--- src/rtl/result_trace_pkg.sv ---
// Shared state encoding, default widths and entry layout for the result trace buffer.
package result_trace_pkg;

  localparam int DEF_DATA_W  = 32;
  localparam int DEF_STAMP_W = 16;
  localparam int DEF_DEPTH   = 16;
  localparam int DEF_ADDR_W  = $clog2(DEF_DEPTH);

  typedef enum logic [1:0] {
    IDLE = 2'd0,
    RUN  = 2'd1,
    HOLD = 2'd2
  } trace_state_t;

  typedef struct packed {
    logic [DEF_DATA_W-1:0]  result;
    logic [DEF_STAMP_W-1:0] stamp;
  } trace_entry_t;

endpackage

--- src/rtl/trace_fifo_ram.sv ---
// Register-array storage for the trace FIFO: one write port, one registered read port.
// A read that hits the address being written returns the new data (write-first).
module trace_fifo_ram #(
  parameter int WIDTH  = 48,
  parameter int DEPTH  = 16,
  parameter int ADDR_W = 4
) (
  input  logic              clk,
  input  logic              rst_n,
  input  logic              we_i,
  input  logic [ADDR_W-1:0] waddr_i,
  input  logic [WIDTH-1:0]  wdata_i,
  input  logic              re_i,
  input  logic [ADDR_W-1:0] raddr_i,
  output logic [WIDTH-1:0]  rdata_o
);

  logic [WIDTH-1:0] mem_q [DEPTH];
  logic [WIDTH-1:0] rdata_q;

  // NOTE: the storage array carries no reset; validity is tracked by the
  // pointers and count, so resetting it would only cost flops and routing.
  always_ff @(posedge clk) begin
    if (we_i) begin
      mem_q[waddr_i] <= wdata_i;
    end
  end

  always_ff @(posedge clk or negedge rst_n) begin
    if (!rst_n) begin
      rdata_q <= '0;
    end else if (re_i) begin
      rdata_q <= (we_i && (waddr_i == raddr_i)) ? wdata_i : mem_q[raddr_i];
    end
  end

  assign rdata_o = rdata_q;

endmodule

--- src/rtl/result_trace_buffer.sv ---
// Captures the datapath result bus with a cycle stamp into a FIFO drained over valid/ready.
// Build option: RESULT_TRACE_DEDUP_EN suppresses pushes that repeat the last pushed result.
module result_trace_buffer
  import result_trace_pkg::*;
#(
  parameter int DATA_W  = DEF_DATA_W,
  parameter int STAMP_W = DEF_STAMP_W,
  parameter int DEPTH   = DEF_DEPTH,
  parameter int ADDR_W  = $clog2(DEPTH)
) (
  input  logic               clk,
  input  logic               rst_n,
  input  logic [DATA_W-1:0]  result,
  input  logic               result_vld,
  input  logic               capture_en,
  input  logic               clear,
  output logic [DATA_W-1:0]  out_data,
  output logic [STAMP_W-1:0] out_stamp,
  output logic               out_valid,
  input  logic               out_ready,
  output logic [ADDR_W:0]    count,
  output logic               full,
  output logic               overflow
);

  localparam int              ENTRY_W    = DATA_W + STAMP_W;
  localparam logic [ADDR_W:0] FULL_CNT   = (ADDR_W + 1)'(DEPTH);
  localparam logic [ADDR_W:0] ALMOST_CNT = (ADDR_W + 1)'(DEPTH - 1);

  trace_state_t       state_q;
  logic [STAMP_W-1:0] stamp_q;
  logic [ADDR_W-1:0]  wr_ptr_q;
  logic [ADDR_W-1:0]  rd_ptr_q, rd_ptr_d;
  logic [ADDR_W:0]    count_q, count_d;
  logic               overflow_q;

  logic               dedup_ok;
  logic               at_full;
  logic               sample;
  logic               push;
  logic               pop;
  logic               drop;
  logic               rd_en;
  logic [ENTRY_W-1:0] rd_data;

  assign at_full   = (count_q == FULL_CNT);
  assign out_valid = (count_q != '0);
  assign pop       = out_valid && out_ready;

  // HOLD is the full condition of RUN: a sample is still taken when a pop frees the slot.
  assign sample = ((state_q == RUN) || (state_q == HOLD)) && result_vld && dedup_ok;
  assign push   = sample && (!at_full || pop) && !clear;
  assign drop   = sample && at_full && !pop && !clear;

`ifdef RESULT_TRACE_DEDUP_EN
  logic [DATA_W-1:0] last_q;
  logic              last_vld_q;

  assign dedup_ok = !last_vld_q || (result != last_q);

  always_ff @(posedge clk or negedge rst_n) begin
    if (!rst_n) begin
      last_q     <= '0;
      last_vld_q <= 1'b0;
    end else if (clear) begin
      last_q     <= '0;
      last_vld_q <= 1'b0;
    end else if (push) begin
      last_q     <= result;
      last_vld_q <= 1'b1;
    end
  end
`else
  assign dedup_ok = 1'b1;
`endif

  // NOTE: every signal written here gets a default first, so no path leaves
  // it unassigned and no latch is inferred.
  always_comb begin
    count_d  = count_q;
    rd_ptr_d = rd_ptr_q;
    if (clear) begin
      count_d  = '0;
      rd_ptr_d = '0;
    end else begin
      if (pop) begin
        rd_ptr_d = rd_ptr_q + 1'b1;
      end
      if (push && !pop) begin
        count_d = count_q + 1'b1;
      end else if (pop && !push) begin
        count_d = count_q - 1'b1;
      end
    end
  end

  // Reading at the next head pointer keeps out_* aligned with the head one cycle after each edge.
  assign rd_en = (count_d != '0);

  // NOTE: state registers use non-blocking assignments so every flop samples
  // the pre-edge values regardless of statement order.
  always_ff @(posedge clk or negedge rst_n) begin
    if (!rst_n) begin
      stamp_q    <= '0;
      wr_ptr_q   <= '0;
      rd_ptr_q   <= '0;
      count_q    <= '0;
      overflow_q <= 1'b0;
    end else begin
      stamp_q    <= clear ? '0 : stamp_q + 1'b1;
      rd_ptr_q   <= rd_ptr_d;
      count_q    <= count_d;
      overflow_q <= clear ? 1'b0 : (overflow_q || drop);
      if (clear) begin
        wr_ptr_q <= '0;
      end else if (push) begin
        wr_ptr_q <= wr_ptr_q + 1'b1;
      end
    end
  end

  always_ff @(posedge clk or negedge rst_n) begin
    if (!rst_n) begin
      state_q <= IDLE;
    end else if (clear) begin
      state_q <= IDLE;
    end else begin
      unique case (state_q)
        IDLE: begin
          if (capture_en) begin
            state_q <= RUN;
          end
        end
        RUN: begin
          if (push && !pop && (count_q == ALMOST_CNT)) begin
            state_q <= HOLD;
          end else if (!capture_en) begin
            state_q <= IDLE;
          end
        end
        HOLD: begin
          if (pop && !push) begin
            state_q <= capture_en ? RUN : IDLE;
          end
        end
        default: state_q <= IDLE;
      endcase
    end
  end

  trace_fifo_ram #(
    .WIDTH  (ENTRY_W),
    .DEPTH  (DEPTH),
    .ADDR_W (ADDR_W)
  ) u_ram (
    .clk     (clk),
    .rst_n   (rst_n),
    .we_i    (push),
    .waddr_i (wr_ptr_q),
    .wdata_i ({result, stamp_q}),
    .re_i    (rd_en),
    .raddr_i (rd_ptr_d),
    .rdata_o (rd_data)
  );

  assign out_data  = rd_data[ENTRY_W-1 -: DATA_W];
  assign out_stamp = rd_data[STAMP_W-1:0];
  assign count     = count_q;
  assign full      = at_full;
  assign overflow  = overflow_q;

endmodule

--- config.mk ---
export PLATFORM = sky130hd
export DESIGN_NAME = result_trace_buffer
export DESIGN_NICKNAME = d
export VERILOG_FILES = /design/src/rtl/result_trace_pkg.sv /design/src/rtl/trace_fifo_ram.sv /design/src/rtl/result_trace_buffer.sv
export SDC_FILE = /design/constraint.sdc
export NUM_CORES = 1
export LEC_CHECK = 0
export BUFFER_PORTS_ARGS = -buffer_cell sky130_fd_sc_hd__clkbuf_2
export CAP_MARGIN = 25
export CORE_MARGIN = 2
export CORE_UTILIZATION = 50
export CTS_BUF_LIST = sky130_fd_sc_hd__clkbuf_8 sky130_fd_sc_hd__clkbuf_16
export CTS_CLUSTER_SIZE = 10
export DETAILED_ROUTE_END_ITERATION = 8
export HOLD_SLACK_MARGIN = 0.02
export PLACE_DENSITY = 0.67
export SYNTH_ARGS = -nofsm -noshare
export SYNTH_HDL_FRONTEND = slang
export SYNTH_SLANG_ARGS = --single-unit
--- constraint.sdc ---
create_clock -name clk -period 7.5 [get_ports clk]
set_clock_uncertainty 0.15 [all_clocks]
set_input_delay 1.125 -clock clk [delete_from_list [all_inputs] [get_ports clk]]
set_output_delay 1.125 -clock clk [all_outputs]
set_load 0.02 [all_outputs]
=== Word-level counts from Yosys, hierarchy flattened ===
Memory sizes are Yosys's and may differ from the RTL's. A register that Yosys moved wholly into a read port is not among the register bits.
Index checks and enable logic that the tools add are counted.

* Register bits after elaboration: 32
* Bits in writable memories: 768
* Latch bits: 0
* Memories: 1
* ROM bits: 0
* Input port bits: 38

* Reductions and logical operators: 23
* $add $sub $neg: 5
* $lt $le $gt $ge: 0
* Multipliers: 0
* Div/mod/pow operators: 0
* Shifts and indexed selects: 0
* Muxes and demuxes: 18
* Bitwise logic cells: 0
* Equal/unequal tests: 7

{| class="wikitable"
|+ Memories
! name !! words !! bits a word !! rd ports !! clocked after memory_dff !! wr ports !! RTL line !! RTL
|-
| u_ram.mem_q || 16 || 48 || 1 || 1 || 1 || trace_fifo_ram.sv:18 || <nowiki>logic [WIDTH-1:0] mem_q [DEPTH];</nowiki>
|}

{| class="wikitable"
|+ Operators by type and width
! cell !! number
|-
| adder 16 x 1 -> 16 bit (second input constant) || 1
|-
| 2-to-1 mux 16 bit || 1
|-
| 2-to-1 mux 4 bit || 4
|-
| 2-to-1 mux 5 bit || 3
|-
| logical AND 1 bit || 10
|-
| 2-to-1 mux 2 bit || 5
|-
| nonzero test 5 bit || 2
|-
| adder 4 x 1 -> 4 bit (second input constant) || 2
|-
| one-hot mux 2 bit (3 select lines) || 1
|-
| adder 5 x 1 -> 5 bit (second input constant) || 1
|-
| == test 5 x 4 -> 1 bit (second input constant) || 1
|-
| == test 5 bit (second input constant) || 1
|-
| logical NOT 1 bit || 5
|-
| subtractor 5 x 1 -> 5 bit (second input constant) || 1
|-
| 2-to-1 mux 1 bit || 4
|-
| inequality test 4 x 3 -> 1 bit (second input constant) || 1
|-
| logical OR 1 bit || 3
|-
| inequality test 3 x 2 -> 1 bit (second input constant) || 1
|-
| inequality test 3 bit (second input constant) || 1
|-
| AND reduction 3 bit || 1
|-
| == test 2 x 1 -> 1 bit (second input constant) || 1
|-
| == test 2 bit (second input constant) || 1
|-
| logical NOT 2 bit || 1
|-
| nonzero test 2 bit || 1
|}

=== Logic depth before layout (Yosys ltp) ===
* Depth in word-level cells: 11
* Mapped depth: 14

=== Modules after synthesis ===
Synthesis repeated with hierarchy kept, for this count alone.

* Cells, all modules: 1753
* Area, all modules: 33543.4 um2

{| class="wikitable"
|+ By module, submodules not included
! module !! area an instance (um2) !! cells each !! seq. area each (um2) !! times used
|-
| trace_fifo_ram || 31775.5 || 1575 || 24263.3 || 1
|-
| result_trace_buffer || 1767.9 || 178 || 800.8 || 1
|}

=== Worst setup path after synthesis ===
OpenSTA, ideal clock, no wires.

* Kind: in2reg
* Start: input port clear
* End: memory u_ram.mem_q[0][0] (enable)
* Setup slack: 3.449 ns
* Stages: 6
* Setup time: 0.410 ns
* Arrival time: 3.490 ns
* Cell sequence: clkbuf_1 -> clkbuf_1 -> clkbuf_1 -> buf_1 -> nor4_1 -> and2_1

* Cells in the longest elaborated chain, start to end: 4

{| class="wikitable"
|+ RTL lines
! item !! RTL line !! RTL
|-
| start: declaration || result_trace_buffer.sv:16 || <nowiki>input logic clear,</nowiki>
|-
| logical NOT 1 bit || result_trace_buffer.sv:52 || <nowiki>assign push = sample && (!at_full || pop) && !clear;</nowiki>
|-
| logical AND 1 bit || result_trace_buffer.sv:52 ||
|-
| 2-to-1 mux 1 bit || trace_fifo_ram.sv:24 || <nowiki>if (we_i) begin</nowiki>
|-
| 2-to-1 mux 1 bit (implied by the code) || trace_fifo_ram.sv:25 || <nowiki>mem_q[waddr_i] <= wdata_i;</nowiki>
|-
| end: declaration || trace_fifo_ram.sv:18 ||
|}

Every way passes these cells.

=== Final worst setup path ===
* Start: register count_q[1] (netlist: count[1])
* End: register u_ram.rdata_q[30] (netlist: u_ram.rdata_o[30]) (read register of u_ram.mem_q)

* Cells in the longest elaborated chain, start to end: 11
* Elaborated cells between the ends (all ways): 19

{| class="wikitable"
|+ RTL lines
! item !! RTL line !! RTL
|-
| start: declaration || result_trace_buffer.sv:34 || <nowiki>logic [ADDR_W:0] count_q, count_d;</nowiki>
|-
| start signal: assignment || result_trace_buffer.sv:112 || <nowiki>count_q <= count_d;</nowiki>
|-
| == test 5 bit / nonzero test 5 bit (equally long branches) || result_trace_buffer.sv:46, result_trace_buffer.sv:47 ||
|-
| logical NOT 1 bit / logical AND 1 bit (equally long branches) || result_trace_buffer.sv:52, result_trace_buffer.sv:48 ||
|-
| logical OR 1 bit || result_trace_buffer.sv:52 ||
|-
| logical AND 1 bit (2 in series) || result_trace_buffer.sv:52 ||
|-
| logical NOT 1 bit || result_trace_buffer.sv:91 || <nowiki>end else if (pop && !push) begin</nowiki>
|-
| logical AND 1 bit || result_trace_buffer.sv:91 ||
|-
| 2-to-1 mux 5 bit || result_trace_buffer.sv:91 ||
|-
| 2-to-1 mux 5 bit || result_trace_buffer.sv:89 || <nowiki>if (push && !pop) begin</nowiki>
|-
| 2-to-1 mux 5 bit || result_trace_buffer.sv:82 || <nowiki>if (clear) begin</nowiki>
|-
| nonzero test 5 bit || result_trace_buffer.sv:98 || <nowiki>assign rd_en = (count_d != '0);</nowiki>
|-
| end: declaration || trace_fifo_ram.sv:19 || <nowiki>logic [WIDTH-1:0] rdata_q;</nowiki>
|}

Several ways; a longest one is shown, not always the timed one.
A chain may end at the register's enable or synchronous reset.

==> impl_metrics.ini <==
[cts]
clockBufferDepth = 3
cts_made_buffers = 96
tritoncts = done
cts_root_buffer = clkbuf_16
clk_pin_slew_ns = 0.06
insertion_delay_ns = 0.65
ctsHtreeMaxLevel = 3
cts_sinks = 848
postCtsHoldBufs = 0
cts_resized = 0
post-cts-setup-buffers = 0

[timing]
setup_viol = 0
fin_crit_sh_pct = 73.1
tightestPinTransition_ns = 1.14
max_freq_mhz = 182
rsz0062_at_grt = false
maxSlewHeadroom_pct = 23.8
tns_ns = 0
min_period_ns = 5.48
slew_violations = 0
hold_violations = 0

[synthesis]
ys_seq_elements = 848
synth_top_area_share_pct = 66.5
synth_top_cell_by_area = edfxtp_1
synth_cells = 2424
yosysMostFrequentCell = edfxtp_1
yosysWarningCount = 0
synth.yosys.seq_area_share_pct = 72.3
synth_edf_count = 768
async_reset_ff_share_pct = 9.43
syn-num-nets = 2476
synthTopCellsByArea = edfxtp_1 (67%), dfrtp_1 (5.8%), a221oi_1 (3.8%), o31ai_1 (2.2%), a21oi_1 (2.0%)
synth_area_sq_mm = 0.0347
yosysUniqueCellTypes = 66
synth_area_per_cell_sq_um = 14.3
yosys_most_used_dff = edfxtp_1
synth_common_cells = edfxtp_1 (768), nand2_1 (156), a221oi_1 (152)

[finish]
diodes = 0
fin_cells = 3483
areaGrowthSynthToFinish_pct = 12.4
fin_nets = 2522
nFillCells = 5379
drive_above_1_share_pct = 12.9

[detailed_routing]
postRouteWirelength_microns = 95400
detail_route.iter0.violations = 2794
wl_per_cell_microns = 27.4
num_vias = 22891
drtPass1Iterations = 6
viasPerCell = 6.57
drc = 0
ant_nets = 0

[critical_path]
cpMaxStageDelayCell = and3_1
crit_family = simple AND/OR/NAND/NOR gates
max_stage_delay_ns = 0.96
start_kind = flip-flop
crit_required_ns = 7.89
critPathBufInv = 4
arrival_ns = 5.87
crit_chain = inv_1, ha_1, nor4b_4, buf_4, inv_2, and3_1, nor2_4, inv_4, nand3_1, a221oi_1, or4_1, a21oi_1
endpoint_kind = flip-flop
critPathKind = reg2reg
cp_max_fo = 66

[floorplan]
row_count = 96
start_util_pct = 50.6
die_w_microns = 267
die_y_microns = 267
die-area_sq_mm = 0.0715
coreArea_sq_mm = 0.0686
pin_count = 94

[power_and_ir_drop]
cellLeakagePower_uw = 0.0134
power_density_mw_per_mm2 = 339
max-vdd-ir-drop_mv = 0.328

[placement]
gp_congestion = 0.868
dp.cells = 3301
io_buffers = 93
dp_hpwl_microns = 48100

[global_route]
grt_usage_pct = 26.6
grt_pass1_wl_microns = 141000
overflow = 0
first_global_vias = 22225
grt_max_degree = 153
antenna_found_initial = 1

[run_status]
status = finished, final reports clean

[flow_run]
cap_violations = 0

[min_path]
hold_class = in2async
[cells by family after synthesis]
group | count (synthesis) | synth area share (%)
adder cells (fa/ha/maj) | 14 | 0.505
AND/OR/NAND/NOR | 594 | 9.05
buffers and inverters | 218 | 2.56
AO/OA/AOI/OAI | 706 | 14.2
flip-flops | 848 | 72.3
multiplexers | 29 | 0.942
XOR/XNOR | 15 | 0.419
[power by group]
part / internal [uW] / switching [uW]
logic: 1100 / 2460
clock network: 2340 / 1800
registers: 5340 / 189
total: 8770 / 4450
[final cells by class]
class / instances / area, sq um / area share [%]
multi-input cells: 1358 / 8840 / 22.7
inverters: 16 / 67.6 / 0.173
clock buffers: 98 / 2440 / 6.26
repair buffers: 150 / 1020 / 2.63
flip-flops and latches: 848 / 25100 / 64.3
clock inverters: 82 / 374 / 0.960
well taps: 931 / 1160 / 2.99
[registers in the layout (all words and copies together), names as in the netlist]
| name | count |
|---|---|
| u_ram.mem_q | 768 |
| u_ram.rdata_o | 48 |
| stamp_q | 16 |
| count | 5 |
| rd_ptr_q | 4 |
| wr_ptr_q | 4 |
| state_q | 2 |
| overflow | 1 |
[through the flow]
step | total power, uW | hold slack, ns | instance area, sq um | utilization (%) | worst slack [ns]
2_1_floorplan | 7960 | 0.350 | 34700 | - | 3.45
3_3_place_gp | 9010 | 0.321 | 36000 | 52.5 | 2.17
3_5_place_dp | 9120 | 0.323 | 36100 | 52.6 | 2.18
4_1_cts | 13200 | 0.221 | 38900 | 56.7 | 2.27
5_1_grt | 13800 | 0.250 | 39000 | 56.8 | 1.79
6_report | 13200 | 0.248 | 39000 | 56.8 | 2.02
[cells in the final DEF (no fill, tap or decap), drive strengths merged, types with 9 or more instances in the layout]
master and count:
nand3 87, dfrtp 80, edfxtp 768, xor2 9, nand2 156, a32oi 29, o22ai 47, o31ai 100
a21boi 73, nor4 37, a221oi 152, o21ai 92, clkbuf 189, nor2 63, buf 59, and3 70
nand4 35, ha 14, or4 15, and2 18, inv 90, a211oi 35, o2111ai 16, nor2b 88
mux2 29, a21oi 141
[layer usage]
metal  GRT usage (%)  share of wire (%)  vias up
li1                -                  -     9771
met3            5.08                 10      192
met1            36.7                 40    11622
met4            8.79                2.6        2
met2            42.7                 48     1304
met5               0              0.012        -
[worst paths after layout]
kind                              startpoint                end  slack, ns  cells after the start
max in group asynchronous              rst_n  u_ram.rdata_o[10]       5.86                      3
hold / removal                         rst_n  u_ram.rdata_o[36]       0.25                      1
setup / recovery                    count[1]  u_ram.rdata_o[30]       2.02                     12
hold reg to reg            u_ram.rdata_o[39]  u_ram.rdata_o[39]       0.34                      2
setup reg to reg                    count[1]  u_ram.rdata_o[30]       2.02                     12
min in group clk           u_ram.rdata_o[39]  u_ram.rdata_o[39]       0.34                      2
[worst reg2reg max path: cells and delay by family (launching register included)]
kind | cells | cell delay, ns
AOI/OAI and AO/OA | 2 | 0.85
adders and majority gates | 1 | 0.23
buffers and inverters | 4 | 1.35
DFF | 1 | 0.47
and+or+nand+nor | 5 | 2.34
Note: power is estimated with default switching activity, not from simulation.
